--- src/rtl/clk_gate_ctrl_pkg.sv ---
// ---------------------------------------------------------------------------
// clk_gate_ctrl_pkg
//   Shared definitions for the clock gate controller slice.
//   - state_e      : controller FSM encoding (RUN=0, IDLE_WAIT=1, GATED=2, WAKE=3)
//   - WAKE_CYC_DEF : default number of clock-tree settle cycles spent in WAKE
//   - WAKE_CNT_W   : width of the WAKE settle counter (covers WAKE_CYC 1..15)
// ---------------------------------------------------------------------------
package clk_gate_ctrl_pkg;

   typedef enum logic [1:0] {
      RUN       = 2'd0,
      IDLE_WAIT = 2'd1,
      GATED     = 2'd2,
      WAKE      = 2'd3
   } state_e;

   localparam int WAKE_CYC_DEF = 2;
   localparam int WAKE_CNT_W   = 4;

endpackage : clk_gate_ctrl_pkg

--- src/rtl/clk_gate_sync.sv ---
// ---------------------------------------------------------------------------
// clk_gate_sync
//   Two-flop synchronizer bringing an asynchronous level into the clk domain.
//   Ports:
//     clk   - destination clock
//     rst_b - asynchronous active-low reset, clears both flops to 0
//     d     - asynchronous input level
//     q     - synchronized level (two clk edges of latency)
// ---------------------------------------------------------------------------
module clk_gate_sync
   import clk_gate_ctrl_pkg::*;
(
   input  logic clk,
   input  logic rst_b,
   input  logic d,
   output logic q
);

   logic meta;

   always_ff @(posedge clk or negedge rst_b) begin
      if (!rst_b) begin
         meta <= 1'b0;
         q    <= 1'b0;
      end else begin
         meta <= d;
         q    <= meta;
      end
   end

endmodule : clk_gate_sync

--- src/rtl/clk_gate_ctrl.sv ---
// ---------------------------------------------------------------------------
// clk_gate_ctrl
//   Decides when the downstream clock may be gated. After cfg_idle_thr+1
//   consecutive idle cycles (with automatic gating enabled) gate_en drops;
//   any wake source re-enables the gate and, after WAKE_CYC settle cycles,
//   the FSM is back in RUN. The gate cell itself lives in the parent.
//
//   Parameters:
//     WAKE_CYC - settle cycles between gate re-enable and RUN (1..15)
//     THR_W    - width of cfg_idle_thr
//   Ports:
//     clk          - free-running source clock (also the gate cell CK)
//     rst_b        - asynchronous active-low reset
//     cfg_auto_en  - automatic gating enable
//     cfg_idle_thr - idle cycles to wait (compared before each increment)
//     blk_idle     - downstream block idle indication
//     wake_req     - asynchronous wake request level (always-on domain)
//     scan_mode    - DFT scan mode, forwarded to gate_se only
//     gate_en      - gate cell EN, registered, 0 only while GATED
//     gate_se      - gate cell SE, equals scan_mode
//     wake_ack     - wake acknowledge level
//     gated_sts    - high while the downstream clock is gated
//     fsm_state    - current FSM state, for observation
//
//   Wake handshake: wake_req/wake_ack is a four-phase level handshake. The
//   requester raises wake_req and holds it; wake_ack rises once the clock is
//   running and settled (state RUN) and stays high while the synchronized
//   request is high; it drops one edge after the synchronized request drops.
//   While wake_ack is high the FSM is pinned in RUN.
// ---------------------------------------------------------------------------
module clk_gate_ctrl
   import clk_gate_ctrl_pkg::*;
#(
   parameter int WAKE_CYC = WAKE_CYC_DEF,
   parameter int THR_W    = 8
)(
   input  logic             clk,
   input  logic             rst_b,
   input  logic             cfg_auto_en,
   input  logic [THR_W-1:0] cfg_idle_thr,
   input  logic             blk_idle,
   input  logic             wake_req,
   input  logic             scan_mode,
   output logic             gate_en,
   output logic             gate_se,
   output logic             wake_ack,
   output logic             gated_sts,
   output logic [1:0]       fsm_state
);

   localparam logic [WAKE_CNT_W-1:0] WAKE_LAST = WAKE_CNT_W'(WAKE_CYC - 1);

   state_e                state, state_nxt;
   logic [THR_W-1:0]      idle_cnt, idle_cnt_nxt;
   logic [WAKE_CNT_W-1:0] wake_cnt, wake_cnt_nxt;
   logic                  wake_req_s;
   logic                  idle_abort;
   logic                  gate_wake;

   clk_gate_sync u_wake_sync (
      .clk   (clk),
      .rst_b (rst_b),
      .d     (wake_req),
      .q     (wake_req_s)
   );

   assign idle_abort = !blk_idle || !cfg_auto_en || wake_req_s;
   assign gate_wake  = wake_req_s || !blk_idle || !cfg_auto_en;

   always_comb begin
      state_nxt    = state;
      idle_cnt_nxt = idle_cnt;
      wake_cnt_nxt = wake_cnt;
      case (state)
         RUN: begin
            // wake_ack lags wake_req_s by one edge; gating on it as well
            // keeps the FSM in RUN for the whole acknowledge phase.
            if (cfg_auto_en && blk_idle && !wake_req_s && !wake_ack) begin
               state_nxt    = IDLE_WAIT;
               idle_cnt_nxt = '0;
            end
         end
         IDLE_WAIT: begin
            if (idle_abort) begin
               state_nxt = RUN;
            end else if (idle_cnt == cfg_idle_thr) begin
               state_nxt = GATED;
            end else if (idle_cnt != '1) begin
               // Saturate so a threshold lowered below the count can never
               // be reached by wrap-around.
               idle_cnt_nxt = idle_cnt + THR_W'(1);
            end
         end
         GATED: begin
            if (gate_wake) begin
               state_nxt    = WAKE;
               wake_cnt_nxt = '0;
            end
         end
         WAKE: begin
            // Clock tree settling: inputs are deliberately ignored here.
            if (wake_cnt == WAKE_LAST) begin
               state_nxt = RUN;
            end else begin
               wake_cnt_nxt = wake_cnt + WAKE_CNT_W'(1);
            end
         end
         default: begin
            state_nxt = RUN;
         end
      endcase
   end

   always_ff @(posedge clk or negedge rst_b) begin
      if (!rst_b) begin
         state    <= RUN;
         idle_cnt <= '0;
         wake_cnt <= '0;
         gate_en  <= 1'b1;
         wake_ack <= 1'b0;
      end else begin
         state    <= state_nxt;
         idle_cnt <= idle_cnt_nxt;
         wake_cnt <= wake_cnt_nxt;
         // Registered from next-state so EN changes on the same edge the
         // FSM enters or leaves GATED.
         gate_en  <= (state_nxt != GATED);
         wake_ack <= (state_nxt == RUN) && wake_req_s;
      end
   end

   assign gated_sts = !gate_en;
   assign gate_se   = scan_mode;
   assign fsm_state = state;

endmodule : clk_gate_ctrl

--- config.mk ---
export PLATFORM = sky130hd
export DESIGN_NAME = clk_gate_ctrl
export DESIGN_NICKNAME = d
export VERILOG_FILES = /design/src/rtl/clk_gate_ctrl_pkg.sv /design/src/rtl/clk_gate_sync.sv /design/src/rtl/clk_gate_ctrl.sv
export SDC_FILE = /design/constraint.sdc
export NUM_CORES = 1
export LEC_CHECK = 0
export ABC_AREA = 0
export BUFFER_PORTS_ARGS = -buffer_cell sky130_fd_sc_hd__buf_2
export CORE_MARGIN = 4
export CORE_UTILIZATION = 55
export DETAILED_ROUTE_END_ITERATION = 12
export GPL_TIMING_DRIVEN = 0
export PLACE_DENSITY = 0.77
export SYNTH_ARGS = -nofsm -noshare
export SYNTH_HDL_FRONTEND = slang
export SYNTH_SLANG_ARGS = --single-unit
--- constraint.sdc ---
create_clock -name clk -period 4.94 [get_ports clk]
set_clock_uncertainty 0.05 [all_clocks]
set_input_delay 0 -clock clk [delete_from_list [all_inputs] [get_ports clk]]
set_output_delay 0 -clock clk [all_outputs]
set_load 0.05 [all_outputs]
======== Yosys cells after proc, flatten, opt, wreduce, memory -nomap -nowiden ========
Index checks and enable logic that the tools add are counted.
storage, ports and cells
  bits in registers ....................... 18
  bits of input ports ..................... 14
  output and inout bits ................... 6
  word-level logic and storage cells ...... 55
cells by class
  add/sub/neg operators ................... 2
  equal/unequal tests ..................... 13
  mux-type cells .......................... 14
  reductions and logical operators ........ 19
operators with widths
  kind                                                             number
  8-bit two-way mux                                                4
  8-bit one-hot mux with 2 select lines                            1
  2-bit inequality test, second input constant                     7
  2-bit two-way mux                                                5
  8-bit by 1-bit adder with 8-bit output, second input constant    1
  8-bit == test                                                    1
  4-bit two-way mux                                                2
  8-bit inequality test, second input constant                     1
  2-bit one-hot mux with 4 select lines                            1
  4-bit one-hot mux with 2 select lines                            1
  1-bit zero test                                                  5
  5-bit AND reduction                                              1
  4-bit by 1-bit adder with 4-bit output, second input constant    1
  2-bit == test, second input constant                             2
  4-bit by 1-bit == test with 1-bit output, second input constant  1
  1-bit logical AND                                                4
  2-bit zero test                                                  2
  1-bit logical OR                                                 4
  2-bit nonzero test                                               2
  3-bit AND reduction                                              1
  2-bit by 1-bit == test with 1-bit output, second input constant  1

======== Logic depth before layout (Yosys ltp) ========
Gate-level depths: netlist of run 1.
  depth after elaboration ................. 7
  mapped depth ............................ 7
  mapped depth without buffers ............ 6

======== Modules after synthesis ========
A second synthesis of run 1 with hierarchy kept.
second synthesis, totals
  cell total of the unflattened synthesis .. 106
  area, all modules ....................... 1056.0 µm²
by module, submodules not included
  module         times used  cells an instance  area an instance (µm²)  sequential area each (µm²)
  clk_gate_ctrl  1           104                1006.0                  401.6
  clk_gate_sync  1           2                  50.0                    50.0

======== Least setup slack after synthesis of run 1 ========
OpenSTA, ideal clock, no wires.
  kind .................................... register to register
  from .................................... register state[1] (netlist: fsm_state[1])
  to ...................................... register idle_cnt[6]
  setup time .............................. 80 ps
  arrival time ............................ 1975 ps
  required time ........................... 4810 ps
  setup slack ............................. 2835 ps
  cell stages (with the launch flop) ...... 6
  path buffers ............................ 0
  clock period less this slack ............ 2105 ps
  cells stage by stage .................... dfrtp_1 -> and4bb_2 -> o311ai_2 -> or4_1 -> or3_1 -> a21oi_1
between the ends
  cells in the longest elaborated chain, start to end .. 3
  elaborated cells between the ends (all ways) .. 9
  those cells by class .................... eq/ne (5); mux (1); reduce/logical (3)
RTL lines
  what                                                                         RTL line              source
  from (decl)                                                                  clk_gate_ctrl.sv:53   state_e state, state_nxt;
  from (signal assigned)                                                       clk_gate_ctrl.sv:122  state <= state_nxt;
  2-bit by 1-bit == test with 1-bit output or 2-bit zero test (tied branches)  clk_gate_ctrl.sv:74   case (state)
  2-bit inequality test (no line) or 2-bit nonzero test (tied branches)        n/a
  5-bit AND reduction (no line)                                                n/a
  to (signal assigned)                                                         clk_gate_ctrl.sv:123  idle_cnt <= idle_cnt_nxt;
  to (decl)                                                                    clk_gate_ctrl.sv:54   logic [THR_W-1:0] idle_cnt, idle_cnt_nxt;
Parallel ways exist; a longest one is shown, timed or not.
A chain may end at the register's enable or synchronous reset.

======== Worst setup path in the final report of run 1 ========
  from .................................... register idle_cnt[5]
  to ...................................... register idle_cnt[2]
between the ends
  cells in the longest elaborated chain, start to end .. 3
  elaborated cells between the ends (all ways) .. 5
  those cells by class .................... eq/ne (4); reduce/logical (1)
RTL lines
  what                                                    RTL line
  8-bit inequality test or 8-bit == test (tied branches)  clk_gate_ctrl.sv:88, clk_gate_ctrl.sv:86
  2-bit inequality test (no line)                         n/a
  5-bit AND reduction (no line) *                         n/a
Mark *: on every way between the ends. The rest lies on a longest branch, timed or not.

==> impl_results.md, run 1 <==
* Synth Area per Inst at 9.67 sq um
* Post-synthesis net count at 124
* Pins Over Slew Limit at 0
* Gr ovfl total at 0
* Post-route DRC at 0
* Worst Hold Class: primary input to async pin
* First-pass GRT wire length at 3.82 mm
* Int Power at 0.219 mW
* Number of max-cap violations at 0
* Initial antenna violation count at 0
* Non-Filler Instances at 158
* Top FF cell, synth: dfrtp_1
* Initial detailed-routing violation count at 33
* Worst Max-Slew Pin Slew at 1.01 ns
* Clock Root Buffer: clkbuf_4
* Gr usage total at 19.5%
* Area occupied by multi-input gates at 544 sq um
* WL final at 2.20 mm
* Critical path class: register to register
* Worst-Skew Late Latency at 0.31 ns
* # setup viols final at 0
* Hpwl dp at 1.58 mm
* Vias per cell at 5.77
* Minimum clock period at 2.03 ns
* TritonCTS clock tree: yes
* Antenna violation net count after detailed routing at 0
* Most frequent cells after synthesis: dfrtp_1 (17), nand2_1 (9), a21oi_1 (8), xor2_1 (8)
* Count leader, synth: dfrtp_1
* Net switching power at 0.0819 mW
* Core area at 1750 sq um
* Yosys warns at 0
* Area contributors post-synth: dfrtp_1 (41%), xor2_1 (6.8%), a21oi_1 (3.9%)
* RSZ-0062 raised after global routing: false
* CP Data Required Time at 5.03 ns
* Pin count of the biggest net entering global routing at 19
* Part of the power in combinational logic at 14.8%
* Ant diodes at 0
* DRT Pass-1 Iters at 4
* Synth Register Bits at 18
* Asr flop ratio synth at 100%
* CTS sink cnt at 18
* Final Util at 70.6%
* Clock transition at the registers of the reported paths at 0.11 ns
* Sw Ratio at 27.2%
* Worst hold slack at 0.0880 ns
* Bufs on Longest Clock Path at 2
* Setup TNS Final at 0 ns
* Final hold violation count at 0
* Vias in the first global route at 855
* Worst rel slew slack at 32.3%
* Seq/Total Area, Yosys at 43.7%
* Post-cts sizing count at 0
* Leak at 0.571 nW
* Row count at 15
* Crit path DAT at 2.12 ns
* Fin crit share at 41.1%
* Status: completed
* CP endpoint kind: register
* Die Y-Extent at 51.4 um
* Clk pwr share at 31.4%
* IO Count at 20
* Vias at 912
* Fillers at 145
* Fmax at 0.493 GHz
* Die Area at 2640 sq um
* Crit Path Max Fanout at 10
* Post-Synthesis Cells at 107
* Layout cell share with drive strength beyond 1 at 23.3%
* # H-tree levels at 1
* Distinct cell type count after synthesis at 33
* Yosys top cell by area: dfrtp_1
* Initial core utilization at 59.3%
* Area grow syn2layout at 19.1%
* Input/output buffers at 18
* # nets final at 151
* Sequential power share at 53.9%
* Placed cell count at 150
* Wire per inst at 13.9 um
* Die width at 51.4 um
* P per Cell Area at 244 nW/um^2
* RePlAce Congestion at 0.907
* VDD IR max at 197 uV
* Crit start category: register
* Num CTS Buffers at 3
* Mapped cell area at 1030 sq um
* Register area at 452 sq um
* Post-synth EDFFs at 0
* Synth top area share at 41.1%
## layout by cell type, fill, tap and decap left out, types with 2 or more instances in the layout
| cell | n |
|---|---|
| buf_2 | 19 |
| dfrtp_1 | 17 |
| nand2_1 | 9 |
| xor2_1 | 8 |
| a21oi_1 | 8 |
| nand3_1 | 5 |
| inv_1 | 5 |
| o21ai_0 | 5 |
| nor2_1 | 4 |
| or4_1 | 4 |
| dlygate4sd3_1 | 4 |
| nor4_1 | 3 |
| and2_1 | 3 |
| and3_1 | 3 |
| a31o_2 | 3 |
| o31ai_1 | 3 |
| ha_1 | 3 |
| clkbuf_4 | 3 |
| clkbuf_1 | 2 |
| nor2b_1 | 2 |
| a311o_1 | 2 |
| nand2b_1 | 2 |
| o41ai_1 | 2 |
| or4b_1 | 2 |
## worst paths after layout
| check | startpoint | endpoint | slack, ns | cells after the start |
|---|---|---|---|---|
| min | rst_b | idle_cnt[5] | 0.09 | 2 |
| min reg2reg | u_wake_sync.meta | u_wake_sync.q | 0.31 | 0 |
| max in group asynchronous | rst_b | gate_en | 4.42 | 2 |
| min in group clk | blk_idle | fsm_state[0] | 0.19 | 3 |
| max | idle_cnt[5] | idle_cnt[2] | 2.91 | 6 |
| max reg2reg | idle_cnt[5] | idle_cnt[2] | 2.91 | 6 |
## through the flow
step | instance area [sq um] | setup slack (ns) | total power, mW
after CTS | 1230 | 2.91 | 0.304
after detailed placement | 1160 | 2.97 | 0.206
after global routing | 1230 | 2.77 | 0.319
after floorplan | 1030 | 2.84 | 0.191
after global placement | 1160 | 2.99 | 0.204
final | 1230 | 2.91 | 0.301
## critical path: stages, from the launching register on
cell,delay (ns)
dfrtp_1,0.45
xor2_1,0.16
nor4_1,0.32
and3_1,0.27
clkbuf_1,0.35
or4_1,0.18
a21oi_1,0.07
## per-layer routing
layer | vias up | part of all wire, % | GRT usage [%]
li1 | 449 | - | -
met1 | 427 | 45 | 27.3
met2 | 32 | 47 | 28.0
met3 | 4 | 6.5 | 4.66
met4 | 0 | 1.2 | 9.17
met5 | - | 0 | 0
## power groups by stage
stage          clock, mW  combinational [mW]  sequential (mW)
6_report          0.0944              0.0444            0.162
5_1_grt            0.105              0.0504            0.163
4_1_cts           0.0977              0.0442            0.162
3_5_place_dp           0              0.0415            0.165
3_3_place_gp           0              0.0398            0.164
2_1_floorplan          0              0.0244            0.166
## logic make-up (layout without fill, tap and decap cells)
kind of cell,count (synthesis),in the layout,share of synthesized area (%)
mux,1,1,0.967
xor+xnor,8,8,6.77
buf+inv,9,35,3.75
flops,18,18,43.7
fa+ha+maj,3,3,3.63
compound gates,26,26,17.7
simple gates,42,42,23.6
## timing repair
item                                   4_1_cts  5_1_grt
setup buffers                                0        0
endpoints found under the hold margin       20        0
hold buffers                                 4        0
## final cells by class
| type | instances | area share (%) |
|---|---|---|
| inverter | 5 | 1.52 |
| timing repair buffer | 22 | 10.6 |
| sequential | 18 | 36.6 |
| multi-input combinational | 80 | 44.2 |
| buffer | 4 | 1.62 |
| tap | 25 | 2.54 |
| clock buffer | 4 | 2.94 |
## flip-flops by register name, summed over array words and instances, names as in the netlist
register / cells
fsm_state: 2
gate_en: 1
idle_cnt: 8
u_wake_sync.meta: 1
u_wake_sync.q: 1
wake_ack: 1
wake_cnt: 4
Note: power is estimated with default switching activity, not from simulation.
==> run 2: changes to the inputs <==
--- a/config.mk
+++ b/config.mk
@@ -7,11 +7,12 @@
 export LEC_CHECK = 0
 export ABC_AREA = 0
 export BUFFER_PORTS_ARGS = -buffer_cell sky130_fd_sc_hd__buf_2
+export CORE_ASPECT_RATIO = 1.5
 export CORE_MARGIN = 4
-export CORE_UTILIZATION = 55
+export CORE_UTILIZATION = 53
 export DETAILED_ROUTE_END_ITERATION = 12
 export GPL_TIMING_DRIVEN = 0
-export PLACE_DENSITY = 0.77
+export PLACE_DENSITY = 0.75
 export SYNTH_ARGS = -nofsm -noshare
 export SYNTH_HDL_FRONTEND = slang
 export SYNTH_SLANG_ARGS = --single-unit
==> constraint.sdc (replaced) <==
create_clock -name clk -period 2 [get_ports clk]
set_clock_uncertainty 0.05 [all_clocks]
set_input_delay 0 -clock clk [delete_from_list [all_inputs] [get_ports clk]]
set_output_delay 0 -clock clk [all_outputs]
set_load 0.05 [all_outputs]
==> impl_results.md, run 2 (synthesized netlist as in run 1, its figures left out) <==
* Status: completed (unchanged)
* Die width at 44.1 um (was 51.4 um)
* Hpwl dp at 1.77 mm (was 1.58 mm)
* Number of max-cap violations at 0 (unchanged)
* Wire per inst at 14.8 um (was 13.9 um)
* Die Area at 2740 sq um (was 2640 sq um)
* Gr ovfl total at 0 (unchanged)
* Critical path class: register to register (unchanged)
* Fin crit share at 96.2% (was 41.1%)
* Commonest non-fill, non-tap cell in the layout: buf_2 (unchanged)
* WL final at 2.26 mm (was 2.20 mm)
* CP endpoint kind: register (unchanged)
* Worst-Skew Late Latency at 0.29 ns (was 0.31 ns)
* Gr usage total at 18.2% (was 19.5%)
* Pins Over Slew Limit at 0 (unchanged)
* RSZ-0062 raised after global routing: false (unchanged)
* Worst Hold Class: primary input to register (was primary input to async pin)
* Initial core utilization at 55.8% (was 59.3%)
* Core area at 1850 sq um (was 1750 sq um)
* Antenna violation net count after detailed routing at 0 (unchanged)
* Layout cell share with drive strength beyond 1 at 28.0% (was 23.3%)
* P per Cell Area at 594 nW/um^2 (was 244 nW/um^2)
* IO Count at 20 (unchanged)
* Num CTS Buffers at 3 (unchanged)
* Area grow syn2layout at 19.5% (was 19.1%)
* Post-route DRC at 0 (unchanged)
* Final hold violation count at 0 (unchanged)
* # H-tree levels at 1 (unchanged)
* Fmax at 0.520 GHz (was 0.493 GHz)
* Worst Max-Slew Pin Slew at 1.01 ns (about the same)
* Clock transition at the registers of the reported paths at 0.10 ns (was 0.11 ns)
* Clock Root Buffer: clkbuf_4 (unchanged)
* Vias in the first global route at 924 (was 855)
* Largest register FFs at 8 (unchanged)
* Minimum clock period at 1.92 ns (was 2.03 ns)
* CTS sink cnt at 18 (unchanged)
* Worst rel slew slack at 31.9% (was 32.3%)
* DRT Pass-1 Iters at 4 (unchanged)
* Die Y-Extent at 62.1 um (was 51.4 um)
* Commonest cells after routing, fill and taps aside: buf_2 (18), dfrtp_1 (15), xor2_1 (8), nand2_1 (8), a21oi_1 (8) (was buf_2 (19), dfrtp_1 (17), nand2_1 (9))
* TritonCTS clock tree: yes (unchanged)
* # setup viols final at 0 (unchanged)
* Setup ws final at 0.0761 ns (was 2.91 ns)
* Leak at 0.573 nW (was 0.571 nW)
* # nets final at 150 (was 151)
* Crit path DAT at 2.10 ns (was 2.12 ns)
* Crit Path Max Fanout at 4 (was 10)
* Row count at 19 (was 15)
* Pin count of the biggest net entering global routing at 19 (unchanged)
* Setup TNS Final at 0 ns (unchanged)
* CP Data Required Time at 2.18 ns (was 5.03 ns)
* Vias per cell at 6.10 (was 5.77)
* Bufs on Longest Clock Path at 2 (unchanged)
* Input/output buffers at 18 (unchanged)
* Biggest register: idle_cnt (unchanged)
* RePlAce Congestion at 0.848 (was 0.907)
* Final Util at 66.7% (was 70.6%)
* First-pass GRT wire length at 3.85 mm (was 3.82 mm)
* Vias at 934 (was 912)
* Crit start category: register (unchanged)
* Setup slack at placement at 0.0111 ns (was 2.97 ns)
* VDD IR max at 469 uV (was 197 uV)
* Initial detailed-routing violation count at 26 (was 33)
* Initial antenna violation count at 0 (unchanged)
* Ant diodes at 0 (unchanged)
[run 2: metrics by stage]
step / power (mW) / area, sq um / instances / hold WS (ns)
CTS: 0.735 / 1210 / 152 / 0.0233
global route: 0.774 / 1240 / 153 / 0.0453
floorplan: 0.471 / 1040 / 107 / -0.346
finish: 0.735 / 1240 / 153 / 0.0228
global placement: 0.505 / 1150 / 146 / -0.100
detailed placement: 0.511 / 1150 / 146 / -0.0978
[run 2: critical path, cell delays in order, from the launching register on]
cell,delay (ns)
dfrtp_2,0.43
and4bb_2,0.36
o311ai_4,0.12
or4_1,0.43
or3_1,0.31
a21oi_1,0.15
[run 2: power breakdown]
group          switching, mW  internal [mW]  leakage, nW
Combinational         0.0595         0.0464        0.329
Sequential            0.0194          0.382        0.223
Clock                  0.116          0.111       0.0210
Total                  0.195          0.540        0.573
[run 2: what timing repair did]
item / CTS / global route
hold buffers: 2 / 0
setup endpoints to repair: 0 / 8
endpoints found under the hold margin: 19 / 0
buffers inserted: 0 / 1
gates resized for setup: 0 / 8
[run 2: final timing paths]
check	from	end	depth (start not counted)	slack (ns)
setup / recovery	fsm_state[1]	idle_cnt[6]	5	0.08
hold / removal	cfg_auto_en	gate_en	4	0.02
setup reg to reg	fsm_state[1]	idle_cnt[6]	5	0.08
hold reg to reg	u_wake_sync.meta	u_wake_sync.q	0	0.34
max in group asynchronous	rst_b	gate_en	2	1.47
min in group asynchronous	rst_b	wake_cnt[1]	2	0.11
[run 2: final cells by class]
type                       count  area (sq um)
sequential                    18           454
inverter                       5          18.8
multi-input combinational     80           559
tap                           21          26.3
timing repair buffer          21           118
clock buffer                   4          36.3
buffer                         4          23.8
fill                         163           618
[run 2: routing by layer]
metal / track usage (%) / up-vias / wire length [um]
met1: 19.4 / 451 / 884
met4: 10.2 / 0 / 68
met5: 0 / - / 0
met3: 2.60 / 8 / 110
met2: 32.1 / 29 / 1200
li1: - / 446 / -
